[src/rtl/seq_detect_ctrl.sv]
// Run controller around a programmable serial pattern detector with a Mealy hit output.
// Host latches the pattern/length/mode/target on start; done/done_ack closes a run.
module seq_detect_ctrl #(
   parameter  int MAX_LEN = 8,
   parameter  int CNT_W   = 8,
   localparam int LEN_W   = $clog2(MAX_LEN + 1)
) (
   input  logic               clk,
   input  logic               rst_n,
   input  logic               start,
   input  logic               abort,
   input  logic [MAX_LEN-1:0] cfg_pattern,
   input  logic [LEN_W-1:0]   cfg_len,
   input  logic               cfg_overlap,
   input  logic [CNT_W-1:0]   cfg_target,
   input  logic               x,
   output logic               hit,
   output logic [CNT_W-1:0]   count,
   output logic               busy,
   output logic               done,
   input  logic               done_ack
);

   typedef enum logic [1:0] {IDLE, ARMED, DONE} state_t;

   localparam logic [LEN_W-1:0] FILL_MAX = LEN_W'(MAX_LEN - 1);
   localparam logic [LEN_W-1:0] LEN_MAX  = LEN_W'(MAX_LEN);

   state_t             state_q, state_d;
   logic [MAX_LEN-1:0] pat_q;
   logic [LEN_W-1:0]   len_q;
   logic               ovl_q;
   logic [CNT_W-1:0]   tgt_q;
   logic [MAX_LEN-2:0] hist_q;
   logic [LEN_W-1:0]   fill_q;
   logic [CNT_W-1:0]   cnt_q;

   logic [MAX_LEN-1:0] window;
   logic [MAX_LEN-1:0] mask;
   logic [LEN_W-1:0]   len_m1;
   logic [CNT_W-1:0]   cnt_inc;
   logic               match;
   logic               accept;

   assign accept  = start && (cfg_len != '0);
   assign window  = {hist_q, x};
   assign len_m1  = len_q - LEN_W'(1);
   assign cnt_inc = cnt_q + CNT_W'(1);

   always_comb begin
      mask = '0;
      for (int i = 0; i < MAX_LEN; i++)
         mask[i] = (LEN_W'(i) < len_q);
   end

   // fill gate keeps a cleared history from matching all-zero patterns
   assign match = (fill_q >= len_m1) && (((window ^ pat_q) & mask) == '0);
   assign hit   = (state_q == ARMED) && match && !abort;
   assign busy  = (state_q == ARMED);
   assign done  = (state_q == DONE);
   assign count = cnt_q;

   always_ff @(posedge clk or negedge rst_n) begin
      if (!rst_n) state_q <= IDLE;
      else        state_q <= state_d;
   end

   always_comb begin
      state_d = state_q;
      case (state_q)
         IDLE:    if (accept) state_d = ARMED;
         ARMED: begin
            if (abort)
               state_d = IDLE;
            else if (hit && (tgt_q != '0) && (cnt_inc == tgt_q))
               state_d = DONE;
         end
         DONE:    if (abort || done_ack) state_d = IDLE;
         default: state_d = IDLE;
      endcase
   end

   always_ff @(posedge clk or negedge rst_n) begin
      if (!rst_n) begin
         pat_q  <= '0;
         len_q  <= '0;
         ovl_q  <= 1'b0;
         tgt_q  <= '0;
         hist_q <= '0;
         fill_q <= '0;
         cnt_q  <= '0;
      end else if (state_q == IDLE) begin
         if (accept) begin
            pat_q  <= cfg_pattern;
            len_q  <= (cfg_len > LEN_MAX) ? LEN_MAX : cfg_len;
            ovl_q  <= cfg_overlap;
            tgt_q  <= cfg_target;
            hist_q <= '0;
            fill_q <= '0;
            cnt_q  <= '0;
         end
      end else if ((state_q == ARMED) && !abort) begin
         hist_q <= window[MAX_LEN-2:0];
         if (fill_q != FILL_MAX) fill_q <= fill_q + LEN_W'(1);
         if (hit) begin
            if (cnt_q != '1) cnt_q <= cnt_inc;
            // non-overlap mode: the completing bit must not seed the next match
            if (!ovl_q) begin
               hist_q <= '0;
               fill_q <= '0;
            end
         end
      end
   end

endmodule
[config.mk]
export PLATFORM = sky130hd
export DESIGN_NAME = seq_detect_ctrl
export DESIGN_NICKNAME = d
export VERILOG_FILES = /design/src/rtl/seq_detect_ctrl.sv
export SDC_FILE = /design/constraint.sdc
export NUM_CORES = 1
export LEC_CHECK = 0
export ABC_AREA = 1
export CELL_PAD_IN_SITES_DETAIL_PLACEMENT = 1
export CELL_PAD_IN_SITES_GLOBAL_PLACEMENT = 2
export CORE_MARGIN = 2
export CORE_UTILIZATION = 33
export DETAILED_ROUTE_END_ITERATION = 10
export HOLD_SLACK_MARGIN = 0.12
export PLACE_DENSITY = 0.82
export SYNTH_ARGS = -nofsm -noshare
export SYNTH_HDL_FRONTEND = slang
export SYNTH_SLANG_ARGS = --single-unit
[constraint.sdc]
create_clock -name clk -period 4.17 [get_ports clk]
set_input_delay 1.0425 -clock clk [delete_from_list [all_inputs] [get_ports clk]]
set_output_delay 1.0425 -clock clk [all_outputs]
set_load 0.05 [all_outputs]
# --- Yosys cells after proc, flatten, opt, wreduce, memory -nomap -nowiden ---
# Index checks and enable logic that the tools add are counted.
# W data, S select, Z words.
op_classes:
  n_addsub: 3
  magnitude_cmp: 10
  n_eq_ne: 8
  n_mux: 22
  n_bitwise: 2
  reduce_logical: 20
ops:
  columns: ["op", "count"]
  rows:
  - ["$mux W8", 5]
  - ["$mux W7", 5]
  - ["$mux W4", 7]
  - ["$lt A3 B4 Y1 const A", 4]
  - ["$add A8 B1 Y8 const B", 1]
  - ["$and A8 B8 Y8", 1]
  - ["$eq A8 B8 Y1", 1]
  - ["$logic_not A8 Y1", 1]
  - ["$lt A1 B4 Y1 const A", 2]
  - ["$lt A2 B4 Y1 const A", 2]
  - ["$mux W2", 4]
  - ["$ne A8 B8 Y1 const B", 1]
  - ["$reduce_bool A8 Y1", 1]
  - ["$xor A8 B8 Y8", 1]
  - ["$logic_and A1 B1 Y1", 7]
  - ["$pmux W2 S3", 1]
  - ["$reduce_bool A2 Y1", 3]
  - ["$add A4 B1 Y4 const B", 1]
  - ["$ge A4 B4 Y1", 1]
  - ["$gt A4 B4 Y1 const B", 1]
  - ["$ne A4 B3 Y1 const B", 1]
  - ["$reduce_and A2 Y1", 2]
  - ["$reduce_and A4 Y1", 1]
  - ["$reduce_bool A4 Y1", 1]
  - ["10 further kinds", 10]
word_totals:
  register_bits: 42
  in_bits: 27

# --- Depth between registers and ports, before layout ---
# Gate-level depths: netlist of the first run.
logic_depth:
  ltp_word: 11
  depth_mapped: 14

# --- Least setup slack after synthesis of the first run ---
# OpenSTA, ideal clock, no wires.
synth_timing:
  path_type: "input to output"
  startpoint: "in abort"
  endpoint: "out hit"
  arrival_time_ps: 1924
  required_ps: 3128
  setup_slack_ps: 1204
  path_stages: 5
  n_path_buf: 0
  cell_sequence: "nor3_4 -> nand3_1 -> inv_1 -> nand4_4 -> inv_1"
synth_between:
  elab_chain_len: 2
synth_rtl:
  columns: ["item", "line_no", "rtl"]
  rows:
  - ["start: declaration", "11", "input logic abort,"]
  - ["$logic_not A1 Y1", "58", "assign hit = (state_q == ARMED) && match && !abort;"]
  - ["$logic_and A1 B1 Y1", "58", null]
  - ["end: declaration", "17", "output logic hit,"]
# No other way between the ends.

# --- Worst setup path after layout of the first run ---
layout_timing:
  startpoint: "in x"
  endpoint: "out hit"
layout_between:
  elab_chain_len: 6
layout_rtl:
  columns: ["item", "line_no", "rtl"]
  rows:
  - ["start: declaration", "16", "input logic x,"]
  - ["$xor A8 B8 Y8", "57", "assign match = (fill_q >= len_m1) && (((window ^ pat_q) & mask) == '0);"]
  - ["$and A8 B8 Y8", "57", null]
  - ["$logic_not A8 Y1", "57", null]
  - ["$logic_and A1 B1 Y1", "57", null]
  - ["$logic_and A1 B1 Y1 (2 in series)", "58", null]
# No other way between the ends.

==> metrics.txt, run 1 <==
fill count 973; # Post-CTS Setup Buffers 0; largest net degree at the start of global routing 43; residual DRC count 0; Via density 4.610; status finished clean; largest area contributor in the netlist dfrtp_1; Pwr Total 1.193 mW; CTS tree built; arrival time worst endpoint 2.40 ns; htree depth 2; main combinational cell family by area after synthesis simple AND/OR/NAND/NOR gates; Combinational Power Share 0.324; Slew headroom 0.3257; Reg clk slew, reported paths 0.08 ns; initial core utilization 0.3384; Seq. cell area 1051 sq um; post-synth top area share 0.4062; FF+latch count, synth 42; Simple-Gate Fraction of Synth Area 0.3428; synthesized area 2587 sq um; clk_lat worst skew 0.30 ns; post-layout instance area 3168 sq um; Slew Limit Fails 0; worst path required time 3.13 ns; unrepaired setup endpoints after global routing false; Pre-antenna DRT Iters 4; area occupied by multi-input gates 1294 sq um; max frequency 0.2909 GHz; Chip Width 92.55 um; Crit Path Class in2out; switching share of power 0.3671; Hold WS 0.5249 ns; Psw 0.4378 mW; ys flop type dfrtp_1; Hold Violations, Final 0; Layout Skew 0.006382 ns; Max FO, Critical Path 5; xor-xnor portion of the synthesized cell area 0.03917; count leader, synth nand2_1; Distinct cells, synth 32; FP Rows 32; mux share of post-synthesis cell area 0.003868; CTS resizes 0; min cycle time layout 3.438 ns; crit end category output port; IO Port Bufs 37; cts bufs inserted 5; top post-synthesis cells by count nand2_1, inv_1, dfrtp_1, nand3_1, o21ai_0; io pins 38; leakage power 1.578 nW; worst min path class reg2reg; # nets final 431; number of hold buffers added after cts 0; Gate Count Post-Synth 356; Area growth syn-to-layout 22.44%; sequential share of the synthesized area 0.4062; Pint 0.7549 mW; remaining antenna violation count 0; grt ovf 0; CORE AREA 7647 sq um; worst-margin pin slew 1.011 ns; Max-cap violations 0; global placement routability congestion 0.7439; clock root buffer clkbuf_8; Adder-Cell Fraction of Synth Area 0.04352; die height 92.55 um; setup TNS 0 ns; clock power share 0.242; Initial DRC Count 56; Clock Path Buffers 2; worst vdd ir 130.5 uV; Ys Warns 0; vias in the first global route 2,373; slack of the critical path 0.7318 ns; ANT cells 0; Setup Viol. Count Final 0; Die Footprint 8566 sq um; pwr/cell area 376.5 nW/um^2; number of synthesized flops with an enable pin 0; Synth area leaders dfrtp_1, nand2_1, inv_1; sequential power share 0.434; Post-DP Area 3073 sq um; asr flop ratio synth 1.000; HPWL after detailed placement 5078 um; Compound-Gate Fraction of Synth Area 0.07060; Vias 2,296; dpl ws 0.7081 ns; syn_area_per_cell 7.268 sq um; clock sink count 42; total track usage 0.1686; initial antenna violation count 0; first-pass GRT wire length 11,400 um; routed wire length 6628 um; post-synth net total 392; fin crit share 0.8245; Worst Setup Start Kind input pin; share of cells above drive strength 1 0.06061; drt wl/cell 13.31 um
-- power by group through the flow --
stage                     Clock, mW  Sequential (mW)  Combinational, mW
after floorplan                   0            0.515              0.277
after global placement            0            0.525              0.384
after detailed placement          0            0.525              0.395
after CTS                     0.303            0.518              0.398
after global routing          0.313            0.528              0.450
final                         0.289            0.518              0.386
-- critical path: stages --
cell and delay, ns:
clkdlybuf4s50_1 0.51, nand2_1 0.07, inv_1 0.05, nor2_1 0.03, nand2_1 0.05, nand2_1 0.08
nor2_4 0.13, nand4_4 0.14, inv_1 0.14, buf_12 0.14
-- cell usage in the layout (no fill, tap or decap), drive strengths merged, types with 2 or more instances in the layout --
cell type | synthesis | final
a21oi | 3 | 3
buf | 6 | 5
clkbuf | 2 | 6
clkdlybuf4s50 | 0 | 35
dfrtp | 42 | 42
ha | 9 | 9
inv | 54 | 54
nand2 | 121 | 121
nand3 | 36 | 36
nand3b | 2 | 2
nand4 | 5 | 5
nor2 | 28 | 28
nor3 | 2 | 2
o21ai | 28 | 28
o21bai | 2 | 2
o22ai | 2 | 2
xnor2 | 3 | 3
xor2 | 6 | 6
-- flip-flops by register name, summed over array words and instances (netlist names) --
| register | flops |
|---|---|
| count | 8 |
| pat_q | 8 |
| tgt_q | 8 |
| hist_q | 7 |
| fill_q | 4 |
| len_q | 4 |
| state_q | 2 |
| ovl_q | 1 |
-- kinds of logic (layout without fill, tap and decap cells) --
kind of cell               after synthesis  after routing
DFF                                     42             42
muxes                                    1              1
adders and majority gates                9              9
xor gates and xnor gates                10             10
AOI/OAI and AO/OA                       35             35
and+or+nand+nor                        197            197
buffers and inverters                   62            102
-- final timing paths --
| check | from | end | slack [ns] | cells after the start |
|---|---|---|---|---|
| setup / recovery | x | hit | 0.73 | 10 |
| hold / removal | pat_q[0]$_DFFE_PN0P_ | pat_q[0]$_DFFE_PN0P_ | 0.52 | 2 |
| setup reg to reg | len_q[2]$_DFFE_PN0P_ | fill_q[1]$_DFFE_PN0P_ | 1.69 | 12 |
| hold reg to reg | pat_q[0]$_DFFE_PN0P_ | pat_q[0]$_DFFE_PN0P_ | 0.52 | 2 |
| max in group asynchronous | rst_n | fill_q[0]$_DFFE_PN0P_ | 2.64 | 1 |
| min in group asynchronous | rst_n | count[3]$_DFFE_PN0P_ | 0.91 | 1 |
-- cell type report --
cell class | count | area share
Inverter | 54 | 0.06398
Tap cell | 102 | 0.04028
Clock inverter | 2 | 0.003949
Timing Repair Buffer | 40 | 0.1256
Multi-Input combinational cell | 252 | 0.4084
Sequential cell | 42 | 0.3318
Clock buffer | 6 | 0.02607
-- per-layer routing --
layer | up-vias | part of all wire | GRT usage
met4 | 0 | 0.011 | 0.04478
li1 | 1186 | - | -
met2 | 25 | 0.53 | 0.3175
met5 | - | 0 | 0
met3 | 7 | 0.021 | 0.02197
met1 | 1078 | 0.44 | 0.1999
-- stage by stage --
stage | instances | util
global placement | 490 | 0.4018
floorplan | 356 | -
CTS | 498 | 0.4143
finish | 498 | 0.4143
detailed placement | 490 | 0.4018
global route | 498 | 0.4143
(Power assumes the default switching activity.)
==> run 2, diff against run 1 <==
--- a/config.mk
+++ b/config.mk
@@ -9,10 +9,10 @@
 export CELL_PAD_IN_SITES_DETAIL_PLACEMENT = 1
 export CELL_PAD_IN_SITES_GLOBAL_PLACEMENT = 2
 export CORE_MARGIN = 2
-export CORE_UTILIZATION = 33
+export CORE_UTILIZATION = 31
 export DETAILED_ROUTE_END_ITERATION = 10
 export HOLD_SLACK_MARGIN = 0.12
-export PLACE_DENSITY = 0.82
+export PLACE_DENSITY = 0.77
 export SYNTH_ARGS = -nofsm -noshare
 export SYNTH_HDL_FRONTEND = slang
 export SYNTH_SLANG_ARGS = --single-unit
==> constraint.sdc (replaced) <==
create_clock -name clk -period 3.6 [get_ports clk]
set_input_delay 0.9 -clock clk [delete_from_list [all_inputs] [get_ports clk]]
set_output_delay 0.9 -clock clk [all_outputs]
set_load 0.05 [all_outputs]
==> run 2 against run 1 <==
Against the previous run:
- sequential share of layout area down 0.14 points
- sequential cell count unchanged
- register-to-register slack got worse by 0.60 ns
- global-route usage about the same
- critical path depth rose by 1
- clock skew grew 0.0046 ns
- routed wire length grew 4.2%
- cell count grew 0.20%
- total power rose by 22%
- sequential power up 16%
- critical path type is now reg2out
- critical endpoint unchanged
- highest routed layer unchanged
==> metrics.txt, run 2 (synthesis results as in run 1) <==
status finished clean; Crit Path Class reg2out; Slew Limit Fails 0; area occupied by multi-input gates 1294 sq um; Post-DP Area 3069 sq um; most frequent cells in the layout nand2_1, inv_1, dfrtp_1; met2 Use GR 0.3005; ANT cells 0; GRT met1 Usage 0.2078; Max-cap violations 0; slowest cell on the critical path dfrtp_1; largest net degree at the start of global routing 43; Hold WS 0.5186 ns; Slew headroom 0.3290; worst path required time 2.70 ns; M3 GR Usage 0.02609; clock sink count 42; GRT busiest layer met2; FF-to-FF Start len_q[0]$_DFFE_PN0P_; fin crit share 0.8904; residual DRC count 0; grt ovf 0; commonest non-fill, non-tap cell in the layout nand2_1; Chip Width 95.36 um; share of cells above drive strength 1 0.05584; Worst Path Buf+Inv 4; Initial DRC Count 71; cts bufs inserted 5; Reg clk slew, reported paths 0.08 ns; leakage power 1.584 nW; setup TNS 0 ns; Final Util 0.3912; drt wl/cell 13.84 um; Clock Path Buffers 2; arrival time worst endpoint 2.31 ns; vias in the first global route 2,412; remaining antenna violation count 0; unrepaired setup endpoints after global routing false; max frequency 0.3120 GHz; Die Footprint 9094 sq um; worst vdd ir 177.3 uV; initial core utilization 0.3181; Hold Violations, Final 0; Worst Setup Start Kind flip-flop; Hold Path Origin pat_q[0]$_DFFE_PN0P_; Worst path max stage delay 0.41 ns; htree depth 2; # nets final 430; crit end category output port; routed wire length 6904 um; worst min path class reg2reg; worst-margin pin slew 1.007 ns; HPWL after detailed placement 5199 um; critical-path cell list inv_1 > ha_1 > xnor2_1 > ha_1 > nand2_1 > inv_1 > nand3_1 > nand3_1 > nand4_4 > inv_1 > buf_12; total track usage 0.1681; Crit path max-delay family adder cells; Layout Skew 0.01097 ns; fill count 1,017; CTS resizes 0; clk_lat worst skew 0.30 ns; CTS tree built; Max FO, Critical Path 5; Crit path top cell by count inv_1; Pre-antenna DRT Iters 4; Setup Viol. Count Final 0; clock root buffer clkbuf_8; post-layout instance area 3182 sq um; IO Port Bufs 37; pwr/cell area 456.3 nW/um^2; die height 95.36 um; io pins 38; Seq. cell area 1051 sq um; initial antenna violation count 0; # Post-CTS Setup Buffers 0; CORE AREA 8134 sq um; Area growth syn-to-layout 22.97%; Via density 4.737; number of hold buffers added after cts 0; worst setup path start len_q[0]$_DFFE_PN0P_; global placement routability congestion 0.7460; min cycle time layout 3.205 ns; FP Rows 33; first-pass GRT wire length 11,670 um; Vias 2,364
## run 2: cell count changes in the layout (fill, tap and decap cells not counted)
cell / previous run / this run
buf_4: 3 / 2
bufinv_16: 0 / 1
clkinvlp_4: 1 / 0
clkinv_2: 1 / 0
## run 2: final timing paths
kind / end / slack (ns) / cells after the start
worst max register to register: fill_q[1]$_DFFE_PN0P_ / 1.09 / 11
worst min register to register: pat_q[0]$_DFFE_PN0P_ / 0.52 / 2
worst min-delay path: pat_q[0]$_DFFE_PN0P_ / 0.52 / 2
min in group asynchronous: tgt_q[0]$_DFFE_PN0P_ / 0.76 / 1
worst max-delay path: hit / 0.39 / 11
max in group asynchronous: fill_q[2]$_DFFE_PN0P_ / 2.21 / 1
## run 2: cell type report
cell class,instances,area share
repair buffers,39,0.1227
clock inverters,1,0.009438
well taps,105,0.04129
clock buffers,6,0.02595
inverters,54,0.06370
flip-flops and latches,42,0.3303
multi-input cells,252,0.4066
## run 2: tightest hold or removal path: stages, from the launching register on
cell and delay (ns):
dfrtp_1 0.37, nand2_1 0.06, nand2_1 0.05
## run 2: report_power, final
| part | switching (mW) | internal (mW) | total, mW |
|---|---|---|---|
| Clock | 0.176 | 0.222 | 0.399 |
| Combinational | 0.279 | 0.176 | 0.454 |
| Sequential | 0.0561 | 0.543 | 0.599 |
| Total | 0.511 | 0.941 | 1.45 |
## run 2: layer usage
metal,up-vias,share of wire
li1,1186,-
met1,1132,0.45
met2,34,0.50
met3,12,0.027
met4,0,0.019
met5,-,0
## run 2: through the flow
| step | power (mW) | setup WS [ns] | instances |
|---|---|---|---|
| floorplan | 0.9176 | 0.8488 | 356 |
| global placement | 1.057 | 0.4620 | 492 |
| detailed placement | 1.072 | 0.4421 | 492 |
| CTS | 1.477 | 0.3575 | 499 |
| global route | 1.571 | 0.2207 | 499 |
| finish | 1.452 | 0.3947 | 499 |
